**src/rtl/lc3b_types.sv**
```systemverilog
// Shared LC-3b datapath types.
package lc3b_types;

  typedef logic [15:0] lc3b_word;
  typedef logic [1:0]  lc3b_mem_wmask;

endpackage

```
**src/rtl/mem_arbiter_pkg.sv**
```systemverilog
// Constants and helpers shared by the memory arbiter files.
package mem_arbiter_pkg;

  localparam int unsigned ADDR_W  = 16;
  localparam logic [1:0]  BE_WORD = 2'b11;

  function automatic logic port_eligible(input logic req, input logic done);
    return req & ~done;
  endfunction

  // Advance (or a dropped request) beats a completion landing in the same cycle.
  function automatic logic next_done(input logic done, input logic req,
                                     input logic adv, input logic set);
    logic r;
    if (adv || !req) begin
      r = 1'b0;
    end else if (set) begin
      r = 1'b1;
    end else begin
      r = done;
    end
    return r;
  endfunction

endpackage

```
**src/rtl/mem_arbiter_if.sv**
```systemverilog
// CPU instruction/data ports plus the physical-memory port seen by the arbiter.
interface mem_arbiter_if;
  import lc3b_types::*;
  import mem_arbiter_pkg::*;

  logic                instruction_request;
  logic [ADDR_W-1:0]   instruction_address;
  lc3b_word            instr;
  logic                instruction_response;

  logic                data_request;
  logic                write_enable;
  logic [ADDR_W-1:0]   mem_address;
  lc3b_mem_wmask       mem_byte_enable;
  lc3b_word            write_data;
  lc3b_word            mem_rdata;
  logic                data_response;

  logic                advance;

  logic                pmem_read;
  logic                pmem_write;
  logic [ADDR_W-1:0]   pmem_address;
  lc3b_mem_wmask       pmem_byte_enable;
  lc3b_word            pmem_wdata;
  lc3b_word            pmem_rdata;
  logic                pmem_resp;

  modport slave (
    input  instruction_request, instruction_address,
    output instr, instruction_response,
    input  data_request, write_enable, mem_address, mem_byte_enable, write_data,
    output mem_rdata, data_response,
    input  advance,
    output pmem_read, pmem_write, pmem_address, pmem_byte_enable, pmem_wdata,
    input  pmem_rdata, pmem_resp
  );

  modport master (
    output instruction_request, instruction_address,
    input  instr, instruction_response,
    output data_request, write_enable, mem_address, mem_byte_enable, write_data,
    input  mem_rdata, data_response,
    output advance,
    input  pmem_read, pmem_write, pmem_address, pmem_byte_enable, pmem_wdata,
    output pmem_rdata, pmem_resp
  );

endinterface

```
**src/rtl/register.sv**
```systemverilog
// Loadable register with synchronous active-high clear.
module register #(
  parameter int unsigned WIDTH = 16
) (
  input  logic             i_clk,
  input  logic             i_rst,
  input  logic             i_load,
  input  logic [WIDTH-1:0] i_data,
  output logic [WIDTH-1:0] o_data
);

  logic [WIDTH-1:0] r_data;

  // Hold value, replaced only on load.
  always_ff @(posedge i_clk) begin
    if (i_rst) begin
      r_data <= '0;
    end else if (i_load) begin
      r_data <= i_data;
    end else begin
      r_data <= r_data;
    end
  end

  assign o_data = r_data;

endmodule

```
**src/rtl/mem_arbiter.sv**
```systemverilog
// Arbitrates CPU instruction and data ports onto one physical memory port; data wins ties.
module mem_arbiter
  import lc3b_types::*;
  import mem_arbiter_pkg::*;
(
  input logic           clk,
  input logic           rst,
  mem_arbiter_if.slave  bus
);

  typedef enum logic [1:0] {
    IDLE    = 2'b00,
    IFETCH  = 2'b01,
    DACCESS = 2'b10
  } state_t;

  state_t             r_state;
  state_t             w_state_next;
  logic               w_grant_data;
  logic               w_grant_instr;
  logic               w_access_done;
  logic               w_instr_load;
  logic               w_data_load;

  logic [ADDR_W-1:0]  r_addr;
  lc3b_mem_wmask      r_be;
  lc3b_word           r_wdata;
  logic               r_we;
  logic               r_pmem_read;
  logic               r_pmem_write;
  logic               r_instr_resp;
  logic               r_data_resp;
  logic               r_instr_done;
  logic               r_data_done;

  // Next-state and grant decode.
  always_comb begin
    w_state_next  = r_state;
    w_grant_data  = 1'b0;
    w_grant_instr = 1'b0;
    w_access_done = 1'b0;
    case (r_state)
      IDLE: begin
        if (port_eligible(bus.data_request, r_data_done)) begin
          w_grant_data = 1'b1;
          w_state_next = DACCESS;
        end else if (port_eligible(bus.instruction_request, r_instr_done)) begin
          w_grant_instr = 1'b1;
          w_state_next  = IFETCH;
        end else begin
          w_state_next = IDLE;
        end
      end
      IFETCH, DACCESS: begin
        if (bus.pmem_resp) begin
          w_access_done = 1'b1;
          w_state_next  = IDLE;
        end else begin
          w_state_next = r_state;
        end
      end
      default: begin
        w_state_next = IDLE;
      end
    endcase
  end

  assign w_instr_load = w_access_done && (r_state == IFETCH);
  assign w_data_load  = w_access_done && (r_state == DACCESS) && !r_we;

  // State, latched request, strobes, response pulses and done flags.
  always_ff @(posedge clk) begin
    if (rst) begin
      r_state      <= IDLE;
      r_addr       <= 16'h0000;
      r_be         <= 2'b00;
      r_wdata      <= 16'h0000;
      r_we         <= 1'b0;
      r_pmem_read  <= 1'b0;
      r_pmem_write <= 1'b0;
      r_instr_resp <= 1'b0;
      r_data_resp  <= 1'b0;
      r_instr_done <= 1'b0;
      r_data_done  <= 1'b0;
    end else begin
      r_state <= w_state_next;
      if (w_grant_data) begin
        r_addr       <= bus.mem_address;
        r_be         <= bus.mem_byte_enable;
        r_wdata      <= bus.write_data;
        r_we         <= bus.write_enable;
        r_pmem_read  <= !bus.write_enable;
        r_pmem_write <= bus.write_enable;
      end else if (w_grant_instr) begin
        r_addr       <= bus.instruction_address;
        r_be         <= BE_WORD;
        r_we         <= 1'b0;
        r_pmem_read  <= 1'b1;
        r_pmem_write <= 1'b0;
      end else if (w_access_done) begin
        r_pmem_read  <= 1'b0;
        r_pmem_write <= 1'b0;
      end else begin
        r_pmem_read  <= r_pmem_read;
        r_pmem_write <= r_pmem_write;
      end
      r_instr_resp <= w_instr_load;
      r_data_resp  <= w_access_done && (r_state == DACCESS);
      r_instr_done <= next_done(r_instr_done, bus.instruction_request, bus.advance,
                                w_instr_load);
      r_data_done  <= next_done(r_data_done, bus.data_request, bus.advance,
                                w_access_done && (r_state == DACCESS));
    end
  end

  register #(.WIDTH(16)) u_instr_reg (
    .i_clk  (clk),
    .i_rst  (rst),
    .i_load (w_instr_load),
    .i_data (bus.pmem_rdata),
    .o_data (bus.instr)
  );

  register #(.WIDTH(16)) u_rdata_reg (
    .i_clk  (clk),
    .i_rst  (rst),
    .i_load (w_data_load),
    .i_data (bus.pmem_rdata),
    .o_data (bus.mem_rdata)
  );

  assign bus.pmem_read            = r_pmem_read;
  assign bus.pmem_write           = r_pmem_write;
  assign bus.pmem_address         = r_addr;
  assign bus.pmem_byte_enable     = r_be;
  assign bus.pmem_wdata           = r_wdata;
  assign bus.instruction_response = r_instr_resp;
  assign bus.data_response        = r_data_resp;

endmodule

```
**src/flat_wrapper.sv**
```systemverilog
// flat-port wrapper written by rule: the top's interface ports become plain ports
module mem_arbiter_flat import lc3b_types::*; import mem_arbiter_pkg::*;
  (clk, rst, bus_instruction_request, bus_instruction_address, bus_instr, bus_instruction_response, bus_data_request, bus_write_enable, bus_mem_address, bus_mem_byte_enable, bus_write_data, bus_mem_rdata, bus_data_response, bus_advance, bus_pmem_read, bus_pmem_write, bus_pmem_address, bus_pmem_byte_enable, bus_pmem_wdata, bus_pmem_rdata, bus_pmem_resp);
  mem_arbiter_if bus_i ();
  input logic clk;
  input logic rst;
  input wire logic [$bits(bus_i.instruction_request)-1:0] bus_instruction_request;
  input wire logic [$bits(bus_i.instruction_address)-1:0] bus_instruction_address;
  output wire logic [$bits(bus_i.instr)-1:0] bus_instr;
  output wire logic [$bits(bus_i.instruction_response)-1:0] bus_instruction_response;
  input wire logic [$bits(bus_i.data_request)-1:0] bus_data_request;
  input wire logic [$bits(bus_i.write_enable)-1:0] bus_write_enable;
  input wire logic [$bits(bus_i.mem_address)-1:0] bus_mem_address;
  input wire logic [$bits(bus_i.mem_byte_enable)-1:0] bus_mem_byte_enable;
  input wire logic [$bits(bus_i.write_data)-1:0] bus_write_data;
  output wire logic [$bits(bus_i.mem_rdata)-1:0] bus_mem_rdata;
  output wire logic [$bits(bus_i.data_response)-1:0] bus_data_response;
  input wire logic [$bits(bus_i.advance)-1:0] bus_advance;
  output wire logic [$bits(bus_i.pmem_read)-1:0] bus_pmem_read;
  output wire logic [$bits(bus_i.pmem_write)-1:0] bus_pmem_write;
  output wire logic [$bits(bus_i.pmem_address)-1:0] bus_pmem_address;
  output wire logic [$bits(bus_i.pmem_byte_enable)-1:0] bus_pmem_byte_enable;
  output wire logic [$bits(bus_i.pmem_wdata)-1:0] bus_pmem_wdata;
  input wire logic [$bits(bus_i.pmem_rdata)-1:0] bus_pmem_rdata;
  input wire logic [$bits(bus_i.pmem_resp)-1:0] bus_pmem_resp;
  assign bus_i.instruction_request = bus_instruction_request;
  assign bus_i.instruction_address = bus_instruction_address;
  assign bus_instr = bus_i.instr;
  assign bus_instruction_response = bus_i.instruction_response;
  assign bus_i.data_request = bus_data_request;
  assign bus_i.write_enable = bus_write_enable;
  assign bus_i.mem_address = bus_mem_address;
  assign bus_i.mem_byte_enable = bus_mem_byte_enable;
  assign bus_i.write_data = bus_write_data;
  assign bus_mem_rdata = bus_i.mem_rdata;
  assign bus_data_response = bus_i.data_response;
  assign bus_i.advance = bus_advance;
  assign bus_pmem_read = bus_i.pmem_read;
  assign bus_pmem_write = bus_i.pmem_write;
  assign bus_pmem_address = bus_i.pmem_address;
  assign bus_pmem_byte_enable = bus_i.pmem_byte_enable;
  assign bus_pmem_wdata = bus_i.pmem_wdata;
  assign bus_i.pmem_rdata = bus_pmem_rdata;
  assign bus_i.pmem_resp = bus_pmem_resp;
  mem_arbiter u_core (.clk(clk), .rst(rst), .bus(bus_i));
endmodule
```
**config.mk**
```make
export PLATFORM = sky130hd
export DESIGN_NAME = mem_arbiter_flat
export DESIGN_NICKNAME = d
export VERILOG_FILES = /design/src/rtl/lc3b_types.sv /design/src/rtl/mem_arbiter_pkg.sv /design/src/rtl/mem_arbiter_if.sv /design/src/rtl/register.sv /design/src/rtl/mem_arbiter.sv /design/src/flat_wrapper.sv
export SDC_FILE = /design/constraint.sdc
export NUM_CORES = 1
export LEC_CHECK = 0
export BUFFER_PORTS_ARGS = -buffer_cell sky130_fd_sc_hd__buf_2
export CAP_MARGIN = 5
export CORE_MARGIN = 1
export CORE_UTILIZATION = 45
export CTS_CLUSTER_DIAMETER = 60
export DETAILED_ROUTE_END_ITERATION = 8
export GPL_TIMING_DRIVEN = 0
export PLACE_DENSITY = 0.79
export SLEW_MARGIN = 20
export SYNTH_ARGS = -nofsm -noshare
export SYNTH_HDL_FRONTEND = slang
export SYNTH_SLANG_ARGS = --single-unit
```
**constraint.sdc**
```tcl
create_clock -name clk -period 1.8 [get_ports clk]
set_input_delay 0.09 -clock clk [delete_from_list [all_inputs] [get_ports clk]]
set_output_delay 0.09 -clock clk [all_outputs]
set_load 0.01 [all_outputs]
```
### Word-level counts from Yosys, hierarchy flattened

Index checks and enable logic that the tools add are counted.

* register bits after elaboration: 75
* input bits: 73
* output and inout bits: 70
* logic and storage cells: 57

* equal/unequal tests: 3
* mux-type cells: 22
* bitwise operators: 4
* reductions and logical operators: 15

Operator list (number)
* $mux W16: 2
* $mux W1: 15
* $mux W2: 4
* $reduce_or A2 Y1: 3
* $logic_not A1 Y1: 4
* $pmux W2 S2: 1
* $logic_and A1 B1 Y1: 3
* $reduce_bool A3 Y1: 1
* $and A1 B1 Y1: 2
* $eq A2 B1 Y1 const B: 1
* $eq A2 B2 Y1 const B: 1
* $logic_not A2 Y1: 1
* $logic_or A1 B1 Y1: 2
* $ne A2 B2 Y1 const B: 1
* $not A1 Y1: 2
* $reduce_bool A2 Y1: 1

### Logic depth before layout (Yosys ltp)

Gate-level depths: netlist of the first run.

* depth in word-level cells: 7
* gate-level depth with buffers: 7
* gate-level depth less buffers: 5

### Hierarchy

From an unflattened synthesis of the first run, not the netlist that was laid out.

* cell total of the unflattened synthesis: 295
* area total of the unflattened synthesis: 2941.6 µm²

By module, submodules not included
* mem_arbiter: times used 1, cells an instance 191, area each 1780.5 µm², sequential area each 860.8 µm²
* register: times used 2, cells an instance 52, area each 580.6 µm², sequential area each 320.3 µm²

### Worst setup path before layout of the first run

OpenSTA, ideal clock, no wires.

* path type: reg2reg
* start: reg u_core.r_state[1]
* end: reg u_core.u_instr_reg.r_data[10], in the netlist u_core.u_instr_reg.o_data[10]
* library setup time: 70 ps
* data arrival time: 1308 ps
* required time: 1730 ps
* slack: 422 ps
* cell stages (with the launch flop): 8
* path buffers: 2
* period minus slack after synthesis: 1378 ps
* path through: dfxtp_1 inv_1 ha_1 and3_1 buf_2 buf_2 nand2_1 a21oi_1

* word-level cells in the longest chain between the ends: 4
* elaborated cells between the ends (all ways): 5
* those cells by class: eq/ne (2); mux (1); reduce/logical (2)

RTL lines
* start, declared: line mem_arbiter.sv:17 `state_t r_state;`
* start signal, assigned: line mem_arbiter.sv:86 `r_state <= w_state_next;`
* $eq A2 B2 Y1 / $eq A2 B1 Y1 (equally long branches): line mem_arbiter.sv:42, mem_arbiter.sv:68
* $reduce_or A2 Y1: line mem_arbiter.sv:42 `case (r_state)`
* $mux W1: line mem_arbiter.sv:42
* $logic_and A1 B1 Y1 *: line mem_arbiter.sv:68 `assign w_instr_load = w_access_done && (r_state == IFETCH);`
* end signal, assigned: line register.sv:19 `r_data <= i_data;`
* end signal, assigned: line register.sv:21 `r_data <= r_data;`
* end, declared: line register.sv:12 `logic [WIDTH-1:0] r_data;`

Every way passes the cells marked *; elsewhere a longest branch is shown, timed or not.
A chain may end at the register's enable or synchronous reset.

### Worst setup path in the final report of the first run

* start: reg u_core.r_state[0]
* end: reg u_core.r_wdata[9], in the netlist u_core.bus.pmem_wdata[9]

* word-level cells in the longest chain between the ends: 2

RTL lines
* $logic_not A2 Y1: line mem_arbiter.sv:42
* $mux W1: line mem_arbiter.sv:42
* end signal, assigned: line mem_arbiter.sv:90 `r_wdata <= bus.write_data;`
* end, declared: line mem_arbiter.sv:27 `lc3b_word r_wdata;`

Every way passes these cells.

==> out/qor.txt, run 1 <==
CTS tree: yes
switching power: 997 uW
cell area after placement: 3630 sq um
die area: 6600 sq um
Gate Count Post-Synth: 329
Post-CTS Setup Bufs: 0
Worst setup EP type: register
pwr dens: 951 nW/um^2
ys async rst share: 0%
Worst-Skew Late Latency: 0.35 ns
drt via density: 5.06
hold crit path type: input port to register
max-slew violations: 0
total iterations of the first detailed-routing run: 4
most frequent cells in the layout: 149 x buf_2, 116 x nand2_1, 75 x dfxtp_1, 50 x a21oi_1, 35 x dlygate4sd3_1
IR Drop Worst-Case VDD: 0.669 mV
met1 GRT Util: 29.7%
Setup WS post-layout: 0.139 ns
Final Skew: 0.00995 ns
top-area cell type share of the netlist area: 53.1%
Worst EP arrival: 1.93 ns
Clock H-tree levels: 3
Achievable Freq: 602 MHz
Setup crit start kind: register
clock share of power: 40.8%
CTS sink cnt: 75
setup slack at placement: 0.173 ns
Core Rows: 28
clock buffer depth: 2
Setup CP Type: register to register
combinational power share: 14.6%
io pins: 143
post-layout min period: 1.66 ns
R2R cell count: 7
Total Routing Usage GR: 25.9%
Max Cap Violations: 0
fillcell total: 478
Vias: 3,009
gpl congestion: 0.805
initial antenna violation count: 0
register clock-pin slew on the reported worst setup and hold paths: 0.08 ns
P_int: 3.03 mW
register area share after synthesis: 53.1%
Synth cell types: 29
area grow syn2layout: 49.9%
status: finished clean
Core ar.: 5990 sq um
Hold Path Stages: 2
worst hold slack: 0.0153 ns
Die Y-Extent: 81.3 microns
Worst Path Required: 2.07 ns
Core Util, Final: 70.7%
commonest non-fill, non-tap cell in the layout: buf_2
area leader, netlist: dfxtp_1
M3 GR Usage: 7.98%
Root Driver: clkbuf_8
Least-Margin Pin Slew: 0.612 ns
antenna cells: 0
nets: 591
critical path peak fanout: 10
die width: 81.3 microns
Fin Setup TNS: 0 ns
yosys warns: 0
Post-Route WL: 8350 microns
vias in the first global route: 2,804
share of layout cells above drive strength 1: 33.7%
count of flip-flops with a built-in enable after synthesis: 0
WL per Instance: 14.0 microns
Final HPWL DP: 5430 microns
residual DRC count: 0
synth top area cells: dfxtp_1 53%, nand2_1 15%, a21oi_1 8.8%
Post-Syn Area: 2830 sq um
grt ovf: 0
grt met2 use: 43.2%
slew margin rel.: 59.1%
Lkg Pwr: 1.99 nW
Primary FF master, synth: dfxtp_1
sw frac: 24.7%
Hold Fails Final Rpt: 0
hold wc startpoint: bus_mem_byte_enable[0]
sequential power share: 44.6%
largest net degree at the start of global routing: 14
syn nets: 405
period utilization: 92.3%
Starting Density: 47.2%
Final Cell Area: 4240 sq um
RSZ-0062 raised after global routing: false
number of CTS-inserted buffers: 9
first-pass GRT wire length: 12,900 microns
Port Buffers: 141
Critical Path Source: u_core.r_state[0]
Iter 0 DRT Violations: 91
GR peak layer: met2
Reg2Reg Launch Point: u_core.r_state[0]
antenna-violating nets left: 0
Mean Syn Cell Area: 8.59 sq um
#FFs+latches synth: 75
final setup violating endpoints: 0
[critical path, cell delays in order (launching register included)]
cell	delay, ns
dfxtp_1	0.32
inv_1	0.09
ha_1	0.28
and3b_1	0.18
buf_2	0.23
clkbuf_4	0.25
nand2_1	0.09
a21oi_1	0.14
[area by class of cell]
| cell class | instances | area [sq um] | area share [%] |
|---|---|---|---|
| Clock inverter | 5 | 108 | 2.54 |
| Inverter | 3 | 11.3 | 0.266 |
| Buffer | 22 | 124 | 2.92 |
| Clock buffer | 11 | 151 | 3.57 |
| Multi-Input combinational cell | 228 | 1190 | 28.1 |
| Timing Repair Buffer | 176 | 1060 | 24.9 |
| Sequential cell | 75 | 1500 | 35.4 |
| Tap cell | 75 | 93.8 | 2.21 |
[synth_stat cells (3+ instances only)]
| cell type | number |
|---|---|
| a21oi_1 | 50 |
| o22ai_1 | 16 |
| buf_6 | 3 |
| clkbuf_1 | 9 |
| inv_1 | 3 |
| buf_2 | 10 |
| dfxtp_1 | 75 |
| nand2_1 | 116 |
| mux2i_1 | 17 |
| ha_1 | 3 |
| nor2_1 | 3 |
[power by group through the flow]
stage / Clock (mW) / Combinational (mW) / Sequential, mW
floorplan: 0 / 0.246 / 1.87
CTS: 1.66 / 0.579 / 1.80
global route: 1.75 / 0.646 / 1.81
detailed placement: 0 / 0.519 / 1.83
finish: 1.64 / 0.589 / 1.80
global placement: 0 / 0.506 / 1.83
[layer usage]
metal,up-vias,share of wire [%]
met5,-,0
met4,0,2.7
met3,22,6.9
met2,136,49
met1,1376,41
li1,1475,-
[flip-flops by register name (all words and copies together), names as in the netlist]
register,count
u_core.u_rdata_reg.o_data,16
u_core.bus.data_response,1
u_core.bus.instruction_response,1
u_core.r_state,2
u_core.bus.pmem_write,1
u_core.bus.pmem_read,1
u_core.bus.pmem_address,16
u_core.bus.pmem_byte_enable,2
u_core.r_data_done,1
u_core.bus.pmem_wdata,16
u_core.u_instr_reg.o_data,16
u_core.r_instr_done,1
u_core.r_we,1
[timing repair]
| item | 4_1_cts | 5_1_grt |
|---|---|---|
| gates resized for setup | 0 | 2 |
| endpoints found under the hold margin | 50 | 0 |
| setup endpoints to repair | 0 | 8 |
| hold buffers | 35 | 0 |
[through the flow]
step | instances | total power, mW
floorplan | 329 | 2.12
global placement | 545 | 2.34
detailed placement | 545 | 2.35
CTS | 596 | 4.03
global route | 595 | 4.20
finish | 595 | 4.03
[cells by family (layout without fill, tap and decap cells)]
group | Yosys count | count (layout) | synth area share [%]
AOI/OAI and AO/OA | 74 | 74 | 15.0
adders and majority gates | 3 | 3 | 1.33
buffers and inverters | 26 | 217 | 4.73
DFF | 75 | 75 | 53.1
muxes | 17 | 17 | 6.02
and+or+nand+nor | 134 | 134 | 19.8
[final timing paths]
kind | endpoint | slack, ns
setup / recovery | u_core.bus.pmem_wdata[9] | 0.14
hold / removal | u_core.bus.pmem_byte_enable[0] | 0.02
setup reg to reg | u_core.bus.pmem_wdata[9] | 0.14
hold reg to reg | u_core.u_instr_reg.o_data[10] | 0.45
No activity file was read; power rests on OpenSTA's default activity.
==> inputs of run 2 (changes only) <==
BUFFER_PORTS_ARGS = unset   (was -buffer_cell sky130_fd_sc_hd__buf_2)
CORE_UTILIZATION = 61   (was 45)
DONT_BUFFER_PORTS = 1   (was unset)
PLACE_DENSITY = 0.77   (was 0.79)
==> out/qor.txt, run 2 (synthesized netlist as in run 1, its figures left out) <==
commonest non-fill, non-tap cell in the layout: nand2_1
Core Rows: 24 (-14%)
hold worst-path end: u_core.bus.data_response
placed cells: 381 (-30%)
Reg2Reg Launch Point: u_core.r_data_done
Die Y-Extent: 70.1 microns (-14%)
Clock H-tree levels: 3 (unchanged)
gpl congestion: 0.748 (-7.1%)
status: finished clean
Max Cap Violations: 0 (unchanged)
Worst-Skew Late Latency: 0.35 ns (about the same)
CTS sink cnt: 75 (unchanged)
CP top delay family: buffers and inverters
hold crit path type: input port to register
post-layout min period: 1.76 ns (+0.104 ns)
nets: 487 (-18%)
clock buffer depth: 2 (unchanged)
pwr dens: 907 nW/um^2 (-4.6%)
hold wc startpoint: bus_pmem_resp
share of layout cells above drive strength 1: 7.95% (-26 points)
Post-Route WL: 8250 microns (-1.1%)
Crit path buffers/inverters: 3 (unchanged)
Final HPWL DP: 4370 microns (-20%)
critical path peak fanout: 8 (-2)
largest net degree at the start of global routing: 12 (-2)
WL per Instance: 17.7 microns (+26%)
Lkg Pwr: 1.48 nW (-26%)
antenna cells: 0 (unchanged)
FF/Latch Area: 1500 sq um (unchanged)
Core ar.: 4410 sq um (-26%)
Least-Margin Pin Slew: 0.663 ns (+0.0518 ns)
initial antenna violation count: 0 (unchanged)
Port Buffers: 0 (-100%)
Worst EP arrival: 1.99 ns (+0.06 ns)
footprint of the multi-input gates: 1200 sq um (+0.32%)
Setup crit start kind: register
Fin Setup TNS: 0 ns (unchanged)
die area: 4910 sq um (-26%)
power consumption: 3.45 mW (-14%)
register clock-pin slew on the reported worst setup and hold paths: 0.07 ns (about the same)
Reg2Reg Capture Point: u_core.bus.pmem_address[1]
Setup WS post-layout: 0.0354 ns (-0.104 ns)
Final Skew: 0.00829 ns (-0.00166 ns)
cell area after placement: 2890 sq um (-20%)
Setup CP Type: register to register
R2R cell count: 6 (-1)
fin cells: 467 (-22%)
max-slew violations: 0 (unchanged)
die width: 70.1 microns (-14%)
most frequent cells in the layout: 116 x nand2_1, 75 x dfxtp_1, 69 x dlygate4sd3_1, 50 x a21oi_1
final setup violating endpoints: 0 (unchanged)
grt ovf: 0 (unchanged)
Root Driver: clkbuf_8
setup slack at placement: 0.143 ns (-0.0309 ns)
period utilization: 98.0% (+5.8 points)
total iterations of the first detailed-routing run: 4 (unchanged)
number of CTS-inserted buffers: 9 (unchanged)
critical path cell sequence: nor2b_4 > buf_8 > buf_12 > mux2i_1 > dlygate4sd3_1 > o22ai_1
Hold Path Stages: 2 (unchanged)
Slowest-stage cell, CP: dlygate4sd3_1
io pins: 143 (unchanged)
Final Cell Area: 3800 sq um (-10%)
Starting Density: 64.1% (+17 points)
fillcell total: 239 (-50%)
slew margin rel.: 55.6% (-3.5 points)
area grow syn2layout: 34.4%
IR Drop Worst-Case VDD: 0.739 mV (+10%)
Core Util, Final: 86.1% (+15 points)
Total Routing Usage GR: 34.2% (+8.3 points)
Iter 0 DRT Violations: 150 (+65%)
Vias: 2,722 (-9.5%)
Achievable Freq: 567 MHz (-5.9%)
first-pass GRT wire length: 12,900 microns (+0.37%)
largest stage delay on the critical path: 0.59 ns (+0.27 ns)
antenna-violating nets left: 0 (unchanged)
Hold Fails Final Rpt: 0 (unchanged)
r2r setup slk: 0.04 ns (-0.10 ns)
drt via density: 5.83 (+15%)
Worst Path Required: 2.03 ns (-0.04 ns)
CTS tree: yes
vias in the first global route: 2,802 (-0.071%)
residual DRC count: 0 (unchanged)
worst hold slack: 0.0782 ns (+0.0628 ns)
Worst setup EP type: register
-- run 2: cell types whose count changed in the layout (fill, tap and decap cells not counted), moves of 2 or more --
cell            before  now
dlygate4sd3_1       35   69
dlymetal6s4s_1       0    2
buf_12               0    2
buf_2              149   10
clkbuf_1             8   10
clkinv_2             0    3
bufinv_16            3    0
clkbuf_4             2    0
buf_6                3    1
-- run 2: routing by layer --
layer / routed length [microns] / global-route usage [%]
met1: 3110 / 37.4
met2: 4170 / 58.3
met3: 736 / 12.1
met4: 234 / 16.9
met5: 0 / 0
-- run 2: how the worst max path moves through the flow --
stage,start,endpoint,cells after the start
final,u_core.r_data_done,u_core.bus.pmem_address[1],6
after global routing,u_core.r_data_done,u_core.bus.pmem_address[2],6
after CTS,u_core.r_data_done,u_core.bus.pmem_address[8],6
after detailed placement,u_core.r_state[0],u_core.u_rdata_reg.o_data[10],6
after global placement,u_core.r_state[0],u_core.u_rdata_reg.o_data[10],6
after floorplan,u_core.r_state[1],u_core.u_instr_reg.o_data[10],7
-- run 2: timing repair --
| item | in CTS | in global routing |
|---|---|---|
| hold buffers | 71 | 0 |
| resized for setup | 0 | 6 |
| endpoints found under the hold margin | 71 | 0 |
| endpoints found under the setup margin | 0 | 11 |
| setup buffers | 0 | 1 |
-- run 2: layout make-up --
class | count | share of cell area, %
well taps | 52 | 1.71
repair buffers | 72 | 19.4
clock buffers | 12 | 3.82
clock inverters | 3 | 0.395
plain buffers | 22 | 3.46
multi-input cells | 228 | 31.5
inverters | 3 | 0.296
flip-flops and latches | 75 | 39.5
-- run 2: worst register-to-register path, stage by stage, from the launching register on --
cell	delay, ns
dfxtp_1	0.36
nor2b_4	0.15
buf_8	0.13
buf_12	0.13
mux2i_1	0.20
dlygate4sd3_1	0.59
o22ai_1	0.09
-- run 2: power by group --
group          leakage (nW)  switching [mW]  internal (mW)  total (mW)
Clock                0.0860           0.578          0.524        1.10
Sequential            0.612           0.107           1.75        1.86
Combinational         0.780           0.247          0.241       0.487
==> inputs of run 3 (changes only) <==
--- a/config.mk
+++ b/config.mk
@@ -7,2 +7,3 @@
 export LEC_CHECK = 0
+export ABC_AREA = 1
 export CAP_MARGIN = 5
==> constraint.sdc (replaced) <==
create_clock -name clk -period 1.8 [get_ports clk]
set_input_delay 0.36 -clock clk [delete_from_list [all_inputs] [get_ports clk]]
set_output_delay 0.36 -clock clk [all_outputs]
set_load 0.01 [all_outputs]
==> out/qor.txt, run 3 <==
antenna-violating nets left: 0 (unchanged)
number of CTS-inserted buffers: 9 (unchanged)
Worst-Skew Late Latency: 0.34 ns (about the same)
die area: 4980 sq um (+1.3%)
top post-synthesis cells by count: 86 x nand2_1, 77 x nor2_1, 75 x dfxtp_1
Setup CP Type: register to register
Vias: 2,480 (-8.9%)
RSZ-0062 raised after global routing: false
Achievable Freq: 598 MHz (+5.5%)
Synth cell types: 18 (-38%)
Final Cell Area: 3130 sq um (-18%)
synth top area cells: dfxtp_1 52%, nand2_1 11%, nor2_1 10%
Slowest-stage cell, CP: clkbuf_1
hold crit path type: input port to register
Port Buffers: 0 (unchanged)
syn nets: 462 (+14%)
r2r setup slk: 0.13 ns (+0.09 ns)
WL per Instance: 14.1 microns (-20%)
most common cell in the netlist: nand2_1
Hold Fails Final Rpt: 0 (unchanged)
Max Cap Violations: 0 (unchanged)
Starting Density: 64.5% (+0.41 points)
Worst EP arrival: 1.88 ns (-0.11 ns)
CP top delay family: buffers and inverters
largest stage delay on the critical path: 0.44 ns (-0.15 ns)
Final Skew: 0.00709 ns (-0.00120 ns)
Core ar.: 4440 sq um (+0.68%)
Lkg Pwr: 1.32 nW (-10%)
area leader, netlist: dfxtp_1
register clock-pin slew on the reported worst setup and hold paths: 0.07 ns (about the same)
Reg2Reg Launch Point: u_core.r_state[0]
commonest non-fill, non-tap cell in the layout: nand2_1
max-slew violations: 0 (unchanged)
critical path cell sequence: inv_1 > ha_1 > nand3_1 > clkbuf_1 > a21oi_1
Core Util, Final: 70.5% (-16 points)
register area share after synthesis: 52.4% (-0.70 points)
final setup violating endpoints: 0 (unchanged)
Worst Path Required: 2.01 ns (-0.02 ns)
drt via density: 5.47 (-6.1%)
Worst setup EP type: register
hold wc startpoint: rst
most frequent cells in the layout: 86 x nand2_1, 77 x nor2_1, 75 x dfxtp_1, 50 x o21ai_0, 39 x a21oi_1
ys async rst share: 0% (unchanged)
Iter 0 DRT Violations: 158 (+5.3%)
cell area after placement: 2930 sq um (+1.3%)
yosys warns: 0 (unchanged)
gpl congestion: 0.830 (+11%)
#FFs+latches synth: 75 (unchanged)
Fin Setup TNS: 0 ns (unchanged)
CTS sink cnt: 75 (unchanged)
routed wl met2: 2880 microns (-31%)
DR WL met3: 646 microns (-12%)
count of flip-flops with a built-in enable after synthesis: 0 (unchanged)
Total Routing Usage GR: 26.8% (-7.3 points)
first-pass GRT wire length: 10,400 microns (-19%)
Primary FF master, synth: dfxtp_1
status: complete, but fails checks
Critical Path Source: u_core.r_state[0]
nets: 473 (-2.9%)
Post-Route WL: 6410 microns (-22%)
critical path peak fanout: 10 (+2)
CTS hold repair buffers: 0 (-100%)
Post-Syn Area: 2870 sq um (+1.3%)
clock buffer depth: 2 (unchanged)
residual DRC count: 20 (+20)
metal1 wirelength: 2770 microns (-11%)
highest routed metal layer: met4
Mean Syn Cell Area: 7.42 sq um (-14%)
period utilization: 92.9% (-5.1 points)
Crit path buffers/inverters: 2 (-1)
CTS tree: yes
initial antenna violation count: 0 (unchanged)
Root Driver: clkbuf_8
grt ovf: 0 (unchanged)
power consumption: 3.63 mW (+5.2%)
io pins: 143 (unchanged)
total iterations of the first detailed-routing run: 7 (+3)
antenna cells: 0 (unchanged)
share of layout cells above drive strength 1: 8.48% (+0.53 points)
IR Drop Worst-Case VDD: 0.799 mV (+8.2%)
Final HPWL DP: 4630 microns (+6.1%)
failing checks: DRC
pwr dens: 1160 nW/um^2 (+28%)
vias in the first global route: 2,253 (-20%)
Die Y-Extent: 70.5 microns (+0.64%)
Core Rows: 24 (unchanged)
Least-Margin Pin Slew: 0.503 ns (-0.160 ns)
slew margin rel.: 66.4% (+11 points)
die width: 70.5 microns (+0.64%)
post-layout min period: 1.67 ns (-0.0918 ns)
Clock H-tree levels: 3 (unchanged)
Setup crit start kind: register
largest net degree at the start of global routing: 13 (+1)
top-area cell type share of the netlist area: 52.4% (-0.70 points)
area grow syn2layout: 9.34%
Gate Count Post-Synth: 386 (+17%)
## run 3: area by class of cell
type,count,area [sq um]
inverters,26,97.6
flip-flops and latches,75,1500
clock buffers,11,151
fillers,371,1310
well taps,52,65.1
clock inverters,4,50.0
plain buffers,21,111
multi-input cells,264,1160
## run 3: metrics by stage
step / hold slack [ns] / cells / worst slack [ns]
after floorplan: 0.429 / 386 / 0.473
after global placement: 0.430 / 438 / 0.183
after detailed placement: 0.432 / 438 / 0.151
after CTS: 0.0647 / 453 / 0.119
after global routing: 0.0593 / 453 / 0.0107
final: 0.0782 / 453 / 0.127
## run 3: repair_timing
action,CTS,global route
buffers inserted,0,0
resized for setup,0,2
endpoints found under the setup margin,0,7
## run 3: per-layer routing
metal  track usage [%]  vias to the layer above
li1                  -                     1240
met2              39.5                      105
met5                 0                        -
met4              12.4                        0
met1              34.7                     1123
met3              11.0                       12
## run 3: logic make-up after synthesis
group / Yosys count / synth area share, %
AOI/OAI and AO/OA: 90 / 15.7
adders and majority gates: 3 / 1.31
buffers and inverters: 47 / 7.25
DFF: 75 / 52.4
and+or+nand+nor: 171 / 23.3
## run 3: worst register-to-register path, cell delays in order (launching register included)
cell and delay, ns:
dfxtp_1 0.34, inv_1 0.08, ha_1 0.34, nand3_1 0.21, clkbuf_1 0.44, a21oi_1 0.13
## run 3: path summary, 6_finish.rpt
path | endpoint | cells after the start
min reg2reg | u_core.r_instr_done | 2
min | u_core.bus.pmem_wdata[0] | 1
max reg2reg | u_core.u_instr_reg.o_data[14] | 5
max | u_core.u_instr_reg.o_data[14] | 5
## run 3: report_power, final
part | switching [mW] | internal [mW]
clock network | 0.587 | 0.705
logic | 0.264 | 0.146
registers | 0.138 | 1.79
total | 0.989 | 2.64
